File: config.mk
export PLATFORM = sky130hd
export DESIGN_NAME = ex_mem_reg
export DESIGN_NICKNAME = d
export VERILOG_FILES = /design/src/rtl/pipe_pkg.sv /design/src/rtl/skid_buf2.sv /design/src/rtl/ex_mem_reg.sv
export SDC_FILE = /design/constraint.sdc
export NUM_CORES = 1
export LEC_CHECK = 0
export ABC_AREA = 1
export BUFFER_PORTS_ARGS = -buffer_cell sky130_fd_sc_hd__buf_4
export CORE_ASPECT_RATIO = 2
export CORE_MARGIN = 8
export CORE_UTILIZATION = 53
export CTS_BUF_LIST = sky130_fd_sc_hd__clkbuf_4 sky130_fd_sc_hd__clkbuf_8 sky130_fd_sc_hd__clkbuf_16
export DETAILED_ROUTE_END_ITERATION = 6
export PLACE_DENSITY = 0.76
export SYNTH_ARGS = -nofsm -noshare
export SYNTH_HDL_FRONTEND = slang
export SYNTH_HIERARCHICAL = 1
export SYNTH_SLANG_ARGS = --single-unit
File: constraint.sdc
create_clock -name clk -period 3.1 [get_ports clk]
set_input_delay 0.62 -clock clk [delete_from_list [all_inputs] [get_ports clk]]
set_output_delay 0.62 -clock clk [all_outputs]
set_load 0.01 [all_outputs]
File: src/rtl/pipe_pkg.sv
// Shared pipeline types: write-back select encodings, skid-buffer states and
// the default-width EX/MEM entry layout.
package pipe_pkg;

    typedef enum logic [1:0] {
        WDSEL_ALU = 2'd0,
        WDSEL_MEM = 2'd1,
        WDSEL_PC4 = 2'd2
    } wdsel_e;

    typedef enum logic [1:0] {
        BUF_EMPTY = 2'd0,
        BUF_ONE   = 2'd1,
        BUF_FULL  = 2'd2
    } buf_state_e;

    localparam int unsigned PIPE_XLEN = 32;
    localparam int unsigned PIPE_RFAW = 5;

    typedef struct packed {
        logic [PIPE_XLEN-1:0] alu_c;
        logic [PIPE_XLEN-1:0] rs2;
        logic [PIPE_XLEN-1:0] pc;
        logic [PIPE_RFAW-1:0] rd;
        logic                 reg_write;
        logic                 mem_read;
        logic                 mem_write;
        wdsel_e               wdsel;
`ifdef EXMEM_BRANCH_RESOLVE_EN
        logic                 taken;
        logic [PIPE_XLEN-1:0] target;
`endif
    } ex_mem_entry_t;

    // Writes to x0 are architecturally dead, so they never request write-back.
    function automatic logic gated_reg_write(input logic reg_write, input logic rd_nonzero);
        return reg_write && rd_nonzero;
    endfunction

endpackage

File: src/rtl/skid_buf2.sv
// Generic two-entry (head + skid) valid/ready buffer with a registered in_ready
// and a synchronous flush that empties it at the next edge.
module skid_buf2
    import pipe_pkg::*;
#(
    parameter int unsigned W = 8
) (
    input  logic         clk,
    input  logic         rstn,
    input  logic         flush,
    input  logic         in_valid,
    output logic         in_ready,
    input  logic [W-1:0] in_data,
    output logic         out_valid,
    input  logic         out_ready,
    output logic [W-1:0] out_data
);

    buf_state_e   state_q, state_d;
    logic         in_ready_q, in_ready_d;
    logic [W-1:0] head_q, head_d;
    logic [W-1:0] skid_q, skid_d;
    logic         head_valid;
    logic         in_fire, out_fire;

    assign in_fire  = in_valid && in_ready_q;
    assign out_fire = head_valid && out_ready;

    always_ff @(posedge clk or negedge rstn) begin
        if (!rstn) begin
            state_q    <= BUF_EMPTY;
            in_ready_q <= 1'b1;
            head_q     <= '0;
            skid_q     <= '0;
        end else begin
            state_q    <= state_d;
            in_ready_q <= in_ready_d;
            head_q     <= head_d;
            skid_q     <= skid_d;
        end
    end

    always_comb begin
        state_d = state_q;
        if (flush) begin
            state_d = BUF_EMPTY;
        end else begin
            case (state_q)
                BUF_EMPTY: if (in_fire) state_d = BUF_ONE;
                BUF_ONE: begin
                    if (in_fire && !out_fire)      state_d = BUF_FULL;
                    else if (!in_fire && out_fire) state_d = BUF_EMPTY;
                end
                BUF_FULL:  if (out_fire) state_d = BUF_ONE;
                default:   state_d = BUF_EMPTY;
            endcase
        end
    end

    // Data only moves on a capture or a skid-to-head shift; flush leaves it untouched.
    always_comb begin
        head_d     = head_q;
        skid_d     = skid_q;
        in_ready_d = (state_d != BUF_FULL);
        if (!flush) begin
            case (state_q)
                BUF_EMPTY: if (in_fire) head_d = in_data;
                BUF_ONE: begin
                    if (in_fire && out_fire) head_d = in_data;
                    else if (in_fire)        skid_d = in_data;
                end
                BUF_FULL:  if (out_fire) head_d = skid_q;
                default:   ;
            endcase
        end
    end

    always_comb begin
        head_valid = (state_q != BUF_EMPTY);
        out_valid  = head_valid;
        in_ready   = in_ready_q;
        out_data   = head_q;
    end

endmodule

File: src/rtl/ex_mem_reg.sv
// EX/MEM pipeline register built on a two-entry skid buffer, with forwarding of
// the head entry. Optional branch resolution outputs under EXMEM_BRANCH_RESOLVE_EN.
module ex_mem_reg
    import pipe_pkg::*;
#(
    parameter int unsigned XLEN = 32,
    parameter int unsigned RFAW = 5
) (
    input  logic            clk,
    input  logic            rstn,
    input  logic            in_valid,
    output logic            in_ready,
    input  logic [XLEN-1:0] in_alu_c,
    input  logic            in_zero,
    input  logic [XLEN-1:0] in_rs2,
    input  logic [XLEN-1:0] in_pc,
    input  logic [RFAW-1:0] in_rd,
    input  logic            in_reg_write,
    input  logic            in_mem_read,
    input  logic            in_mem_write,
    input  logic            in_is_branch,
    input  logic [1:0]      in_wdsel,
    input  logic            flush,
    output logic            out_valid,
    input  logic            out_ready,
    output logic [XLEN-1:0] out_alu_c,
    output logic [XLEN-1:0] out_rs2,
    output logic [XLEN-1:0] out_pc,
    output logic [RFAW-1:0] out_rd,
    output logic            out_reg_write,
    output logic            out_mem_read,
    output logic            out_mem_write,
    output logic [1:0]      out_wdsel,
    output logic            fwd_valid,
    output logic [RFAW-1:0] fwd_rd,
    output logic [XLEN-1:0] fwd_data
`ifdef EXMEM_BRANCH_RESOLVE_EN
    ,
    output logic            branch_taken,
    output logic [XLEN-1:0] branch_target
`endif
);

    // Same layout as ex_mem_entry_t, sized by this instance's parameters.
    typedef struct packed {
        logic [XLEN-1:0] alu_c;
        logic [XLEN-1:0] rs2;
        logic [XLEN-1:0] pc;
        logic [RFAW-1:0] rd;
        logic            reg_write;
        logic            mem_read;
        logic            mem_write;
        wdsel_e          wdsel;
`ifdef EXMEM_BRANCH_RESOLVE_EN
        logic            taken;
        logic [XLEN-1:0] target;
`endif
    } entry_t;

    entry_t in_entry;
    entry_t head;

    always_comb begin
        in_entry           = '0;
        in_entry.alu_c     = in_alu_c;
        in_entry.rs2       = in_rs2;
        in_entry.pc        = in_pc;
        in_entry.rd        = in_rd;
        in_entry.reg_write = gated_reg_write(in_reg_write, in_rd != '0);
        in_entry.mem_read  = in_mem_read;
        in_entry.mem_write = in_mem_write;
        in_entry.wdsel     = wdsel_e'(in_wdsel);
`ifdef EXMEM_BRANCH_RESOLVE_EN
        in_entry.taken     = in_is_branch && in_zero;
        in_entry.target    = {in_alu_c[XLEN-1:1], 1'b0};
`endif
    end

    skid_buf2 #(
        .W ($bits(entry_t))
    ) u_buf (
        .clk       (clk),
        .rstn      (rstn),
        .flush     (flush),
        .in_valid  (in_valid),
        .in_ready  (in_ready),
        .in_data   (in_entry),
        .out_valid (out_valid),
        .out_ready (out_ready),
        .out_data  (head)
    );

    always_comb begin
        out_alu_c     = head.alu_c;
        out_rs2       = head.rs2;
        out_pc        = head.pc;
        out_rd        = head.rd;
        out_reg_write = head.reg_write;
        out_mem_read  = head.mem_read;
        out_mem_write = head.mem_write;
        out_wdsel     = head.wdsel;
        fwd_valid     = out_valid && head.reg_write && (head.rd != '0);
        fwd_rd        = head.rd;
        fwd_data      = head.alu_c;
`ifdef EXMEM_BRANCH_RESOLVE_EN
        branch_taken  = out_valid && head.taken;
        branch_target = head.target;
`endif
    end

`ifndef EXMEM_BRANCH_RESOLVE_EN
    logic unused_branch_inputs;
    assign unused_branch_inputs = in_zero ^ in_is_branch;
`endif

endmodule

# Word level (Yosys, flattened, before mapping)
# Cells that the tools add are included.
dict set report op_classes {
  eq_ne 6
  mux 10
  bitwise_logic 2
  n_reduce_logical 17
}
# cell n
set op_table {}
lappend op_table {{106-bit two-way mux} 3}
lappend op_table {{106-bit one-hot mux with 3 select lines} 1}
lappend op_table {{2-bit two-way mux} 5}
lappend op_table {{5-bit nonzero test} 2}
lappend op_table {{1-bit logical AND} 8}
lappend op_table {{2-bit by 1-bit inequality test with 1-bit output (second input constant)} 3}
lappend op_table {{2-bit one-hot mux with 3 select lines} 1}
lappend op_table {{5-bit AND reduction} 1}
lappend op_table {{4-bit AND reduction} 1}
lappend op_table {{3-bit nonzero test} 1}
lappend op_table {{2-bit by 1-bit equality test with 1-bit output (second input constant)} 1}
lappend op_table {{2-bit equality test (second input constant)} 1}
lappend op_table {{1-bit logical NOT} 2}
lappend op_table {{2-bit logical NOT} 1}
lappend op_table {{2-bit inequality test (second input constant)} 1}
lappend op_table {{1-bit inverter} 2}
lappend op_table {{2-bit nonzero test} 1}
dict set report totals {
  regBits 215
  input_bits 113
  out_inout_bits 146
  wordCells 39
}

# Depth between registers and ports, before layout
dict set report logic_depth {
  ltp_word 8
  ltp_mapped 9
  ltp_nobuf 8
}

# Cells and area by module
# Netlist, hierarchy kept.
# module instances cells_per_inst area_per_inst_um2 seq_area_each_um2
set by_module_without_submodules {}
lappend by_module_without_submodules {skid_buf2 1 1299 10090.9 5381.4}
lappend by_module_without_submodules {ex_mem_reg 1 51 332.8 0.0}

# Worst setup path before layout
# Ideal clock, no wire load.
dict set report synth_path {
  path_kind {register -> output}
  from {register u_buf.state_q[0]}
  to {output fwd_valid}
  arrival_ps 1151
  t_required_ps 2480
  setup_slack_ps 1329
  path_stages_with_launch 9
  n_path_buf 2
  cell_sequence {dfrtp_1 inv_1 buf_2 buf_4 nand2_1 nand2_1 inv_1 nand2_1 inv_1}
}
dict set report synth_via {
  elab_chain_cells 3
}
# item line_no
set synth_rtl {}
lappend synth_rtl {{from (decl)} skid_buf2.sv:19} ;# buf_state_e state_q, state_d;
lappend synth_rtl {{from (signal assigned)} skid_buf2.sv:36} ;# state_q <= state_d;
lappend synth_rtl {{2-bit nonzero test} skid_buf2.sv:79} ;# head_valid = (state_q != BUF_EMPTY);
lappend synth_rtl {{named net out_valid} ex_mem_reg.sv:24} ;# output logic out_valid,
lappend synth_rtl {{1-bit logical AND (2 in a row)} ex_mem_reg.sv:102} ;# fwd_valid = out_valid && head.reg_write && (head.rd != '0);
lappend synth_rtl {{to (decl)} ex_mem_reg.sv:34} ;# output logic fwd_valid,
# The timed path passes the listed nets, and every way through them passes these cells.

# Worst setup path after layout
dict set report layout_path {
  from {register u_buf.state_q[1]}
  to {output fwd_valid}
}
dict set report layout_via {
  elab_chain_cells 3
}
# item line_no
set layout_rtl {}
lappend layout_rtl {{2-bit nonzero test} skid_buf2.sv:79}
lappend layout_rtl {{1-bit logical AND (2 in a row)} ex_mem_reg.sv:102}
# Every way passes these cells.

==> impl_results.md <==
- Most instantiated cells after synthesis: nand2_1, dfrtp_1, inv_1
- Worst-Margin Slew: 915 ps
- Share of layout cells above drive strength 1: 20.8%
- DRT Pass-1 Iters: 5
- Final number of setup-violating endpoints: 0
- Core footprint: 19,300 sq um
- # DRC: 0
- #FFs+latches synth: 215
- Antenna Nets Post-Route: 0
- Via total after detailed routing: 9,506
- Post-synth design cell area: around 10,000 sq um
- Die H: 214 microns
- Post-DP HPWL: 18,400 microns
- CP Capture Point: fwd_valid
- Area grow syn2layout: 24.1%
- Mapped Cells: 1,350
- Outcome: complete, no violations
- Distinct cells, synth: 19
- Worst-case reg-to-reg path depth: 6
- Final WL: 30,400 microns
- CTS Buffer Depth: 3
- Clock slew at reported path FFs: 70 ps
- Congestion Overflow GR: 0
- Vias in the first global route: 9,474
- Die Area: 24,700 sq um
- Layout Nets: roughly 1,600
- Critical path peak fanout: 45
- Clk_skew: around 13 ps
- RD Place Congestion: between 0.8 and 0.9
- Count leader, synth: nand2_1
- RSZ-0062 raised after global routing: no
- Die W: between 100 and 150 microns
- Dominant cell type by area after synthesis: dfrtp_1
- Max-slew headroom: 39.0%
- R2r startpoint: u_buf/state_q[1]$_DFF_PN0_
- R2r setup slk: 870 ps
- Worst VDD drop: 0.522 mV
- Leakage power: 7.32 nW
- Pre-CTS setup slack: 903 ps
- Final Max Tran Viols: 0
- Pin count of the biggest net entering global routing: approximately 120
- Post-Route Setup TNS: 0 ps
- Global-route wire length before repair: 49,100 microns
- Final hold violation count: 0
- Ports: 259
- Post-synthesis async set-or-reset flop share: 100%
- CTS Sinks: 215
- Hold_buf cts: 0
- R2r endpoint: u_buf/out_data[24]$_DFFE_PN0P_
- Initial antenna violation count: 4
- DR vias/cell: 5.34
- Global-route usage over all layers: 24.5%
- Crit. End Element: output pin
- # H-tree levels: 1
- Initial Util: 54.1%
- Post-synth top area share: 51.4%
- CTS tree: built
- Leading register cell type out of synthesis: dfrtp_1
- Clk_lat worst skew: 490 ps
- Row count: 72
- Final worst slack: approximately 540 ps
- Post-synth EDFFs: 0
- CP Data Arrival Time: ~1900 ps
- Min cycle time layout: 2560 ps
- Post-synthesis net count: approximately 1,500
- Number of buffers created by CTS: 20
- Top cells by area, synth: dfrtp_1, nand2_1, nand4_1
- Synth warn: 6
- Pwr dens: between 600 and 700 nW/um^2
- Final period util: 82.6%
- Post-CTS Resized: 0
- Startpoint class of the critical path: register
- CP Data Required Time: 2480 ps
- Syn_area_per_cell: 7.72 sq um
- Number of port buffers: 256
- Post-synthesis sequential area ratio: 51.6%
- Root Buffer: clkbuf_16
- MaxCap Viol Count: 0
- Critical path origin: u_buf/state_q[1]$_DFF_PN0_
- Drt initial violations: 646
- Fin util: 67.1%
- Min-delay worst type: primary input to async pin
- Max Fclk: 390 MHz
- Post-CTS Setup Inserts: 0
- Crit Path Category: register to output pin
- Drt wl/cell: 17.1 microns
-- cells in the final DEF (no fill, tap or decap), drive strengths merged --
cell    Yosys  routed
nand4     109     109
inv       117     118
clkinv      0       2
clkbuf     49      29
nor2        8       8
a22oi       1       1
o21ai     106     106
diode       0       4
bufinv      0       3
nand3     111     111
nand2     543     543
dfstp       1       1
buf        90     271
a21oi       1       1
dfrtp     214     214
-- cell families after synthesis --
logic type             synth area share [%]
AO/OA/AOI/OAI                          5.25
flip-flops                             51.6
buffers and inverters                  11.2
AND/OR/NAND/NOR                        31.9
-- registers in the layout (all words and copies together), names as in the netlist --
signal / flops
u_buf/out_data: 106
u_buf/skid_q: 106
u_buf/state_q: 2
u_buf/in_ready: 1
-- worst min path at each step --
stage | slack, ps | depth (start not counted) | startpoint | endpoint
4_1_cts | 170 | 1 | rstn | u_buf/skid_q[86]$_DFFE_PN0P_
5_1_grt | 190 | 1 | rstn | u_buf/out_data[96]$_DFFE_PN0P_
2_1_floorplan | 320 | 0 | rstn | u_buf/out_data[0]$_DFFE_PN0P_
3_3_place_gp | 460 | 2 | u_buf/out_data[50]$_DFFE_PN0P_ | u_buf/out_data[50]$_DFFE_PN0P_
3_5_place_dp | 460 | 2 | u_buf/out_data[48]$_DFFE_PN0P_ | u_buf/out_data[48]$_DFFE_PN0P_
6_report | 130 | 1 | rstn | u_buf/out_data[96]$_DFFE_PN0P_
-- worst max-delay path: stages (launching register included) --
cell     delay (ps)
dfrtp_4         800
inv_1           160
nand2_1         160
nand2_1          70
inv_1            50
nand2_1          40
inv_1            50
buf_4           110
-- layout make-up --
type / count / area (sq um)
Antenna cell: 4 / 10.0
Clock buffer: 29 / 617
Clock inverter: 6 / 111
Fill cell: 1679 / 6340
Inverter: 117 / 442
Multi-Input combinational cell: 879 / 3910
Sequential cell: 215 / 5390
Tap cell: 259 / 324
Timing Repair Buffer: 271 / 2140
-- metrics by stage --
stage / power (mW) / instances / area, sq um / hold slack [ps]
after global placement: 5.95 / 1741 / 12200 / 455
after floorplan: 5.00 / 1350 / 10400 / 324
after CTS: 8.75 / 1776 / 12900 / 171
after global routing: 9.16 / 1780 / 12900 / 193
after detailed placement: 6.03 / 1741 / 12200 / 459
final: 8.68 / 1780 / 12900 / 132
-- power breakdown --
group | total [mW] | internal (mW) | switching [mW]
Clock | 2.71 | 1.64 | 1.07
Combinational | 2.06 | 0.950 | 1.11
Sequential | 3.90 | 3.48 | 0.426
Total | 8.68 | 6.07 | 2.61
-- metal layers --
layer	track usage, %	routed length [microns]
met5	0	0
met4	12.6	1430
met3	4.01	2060
met1	28.3	11600
met2	42.1	15300
No activity file was read; power rests on OpenSTA's default activity.
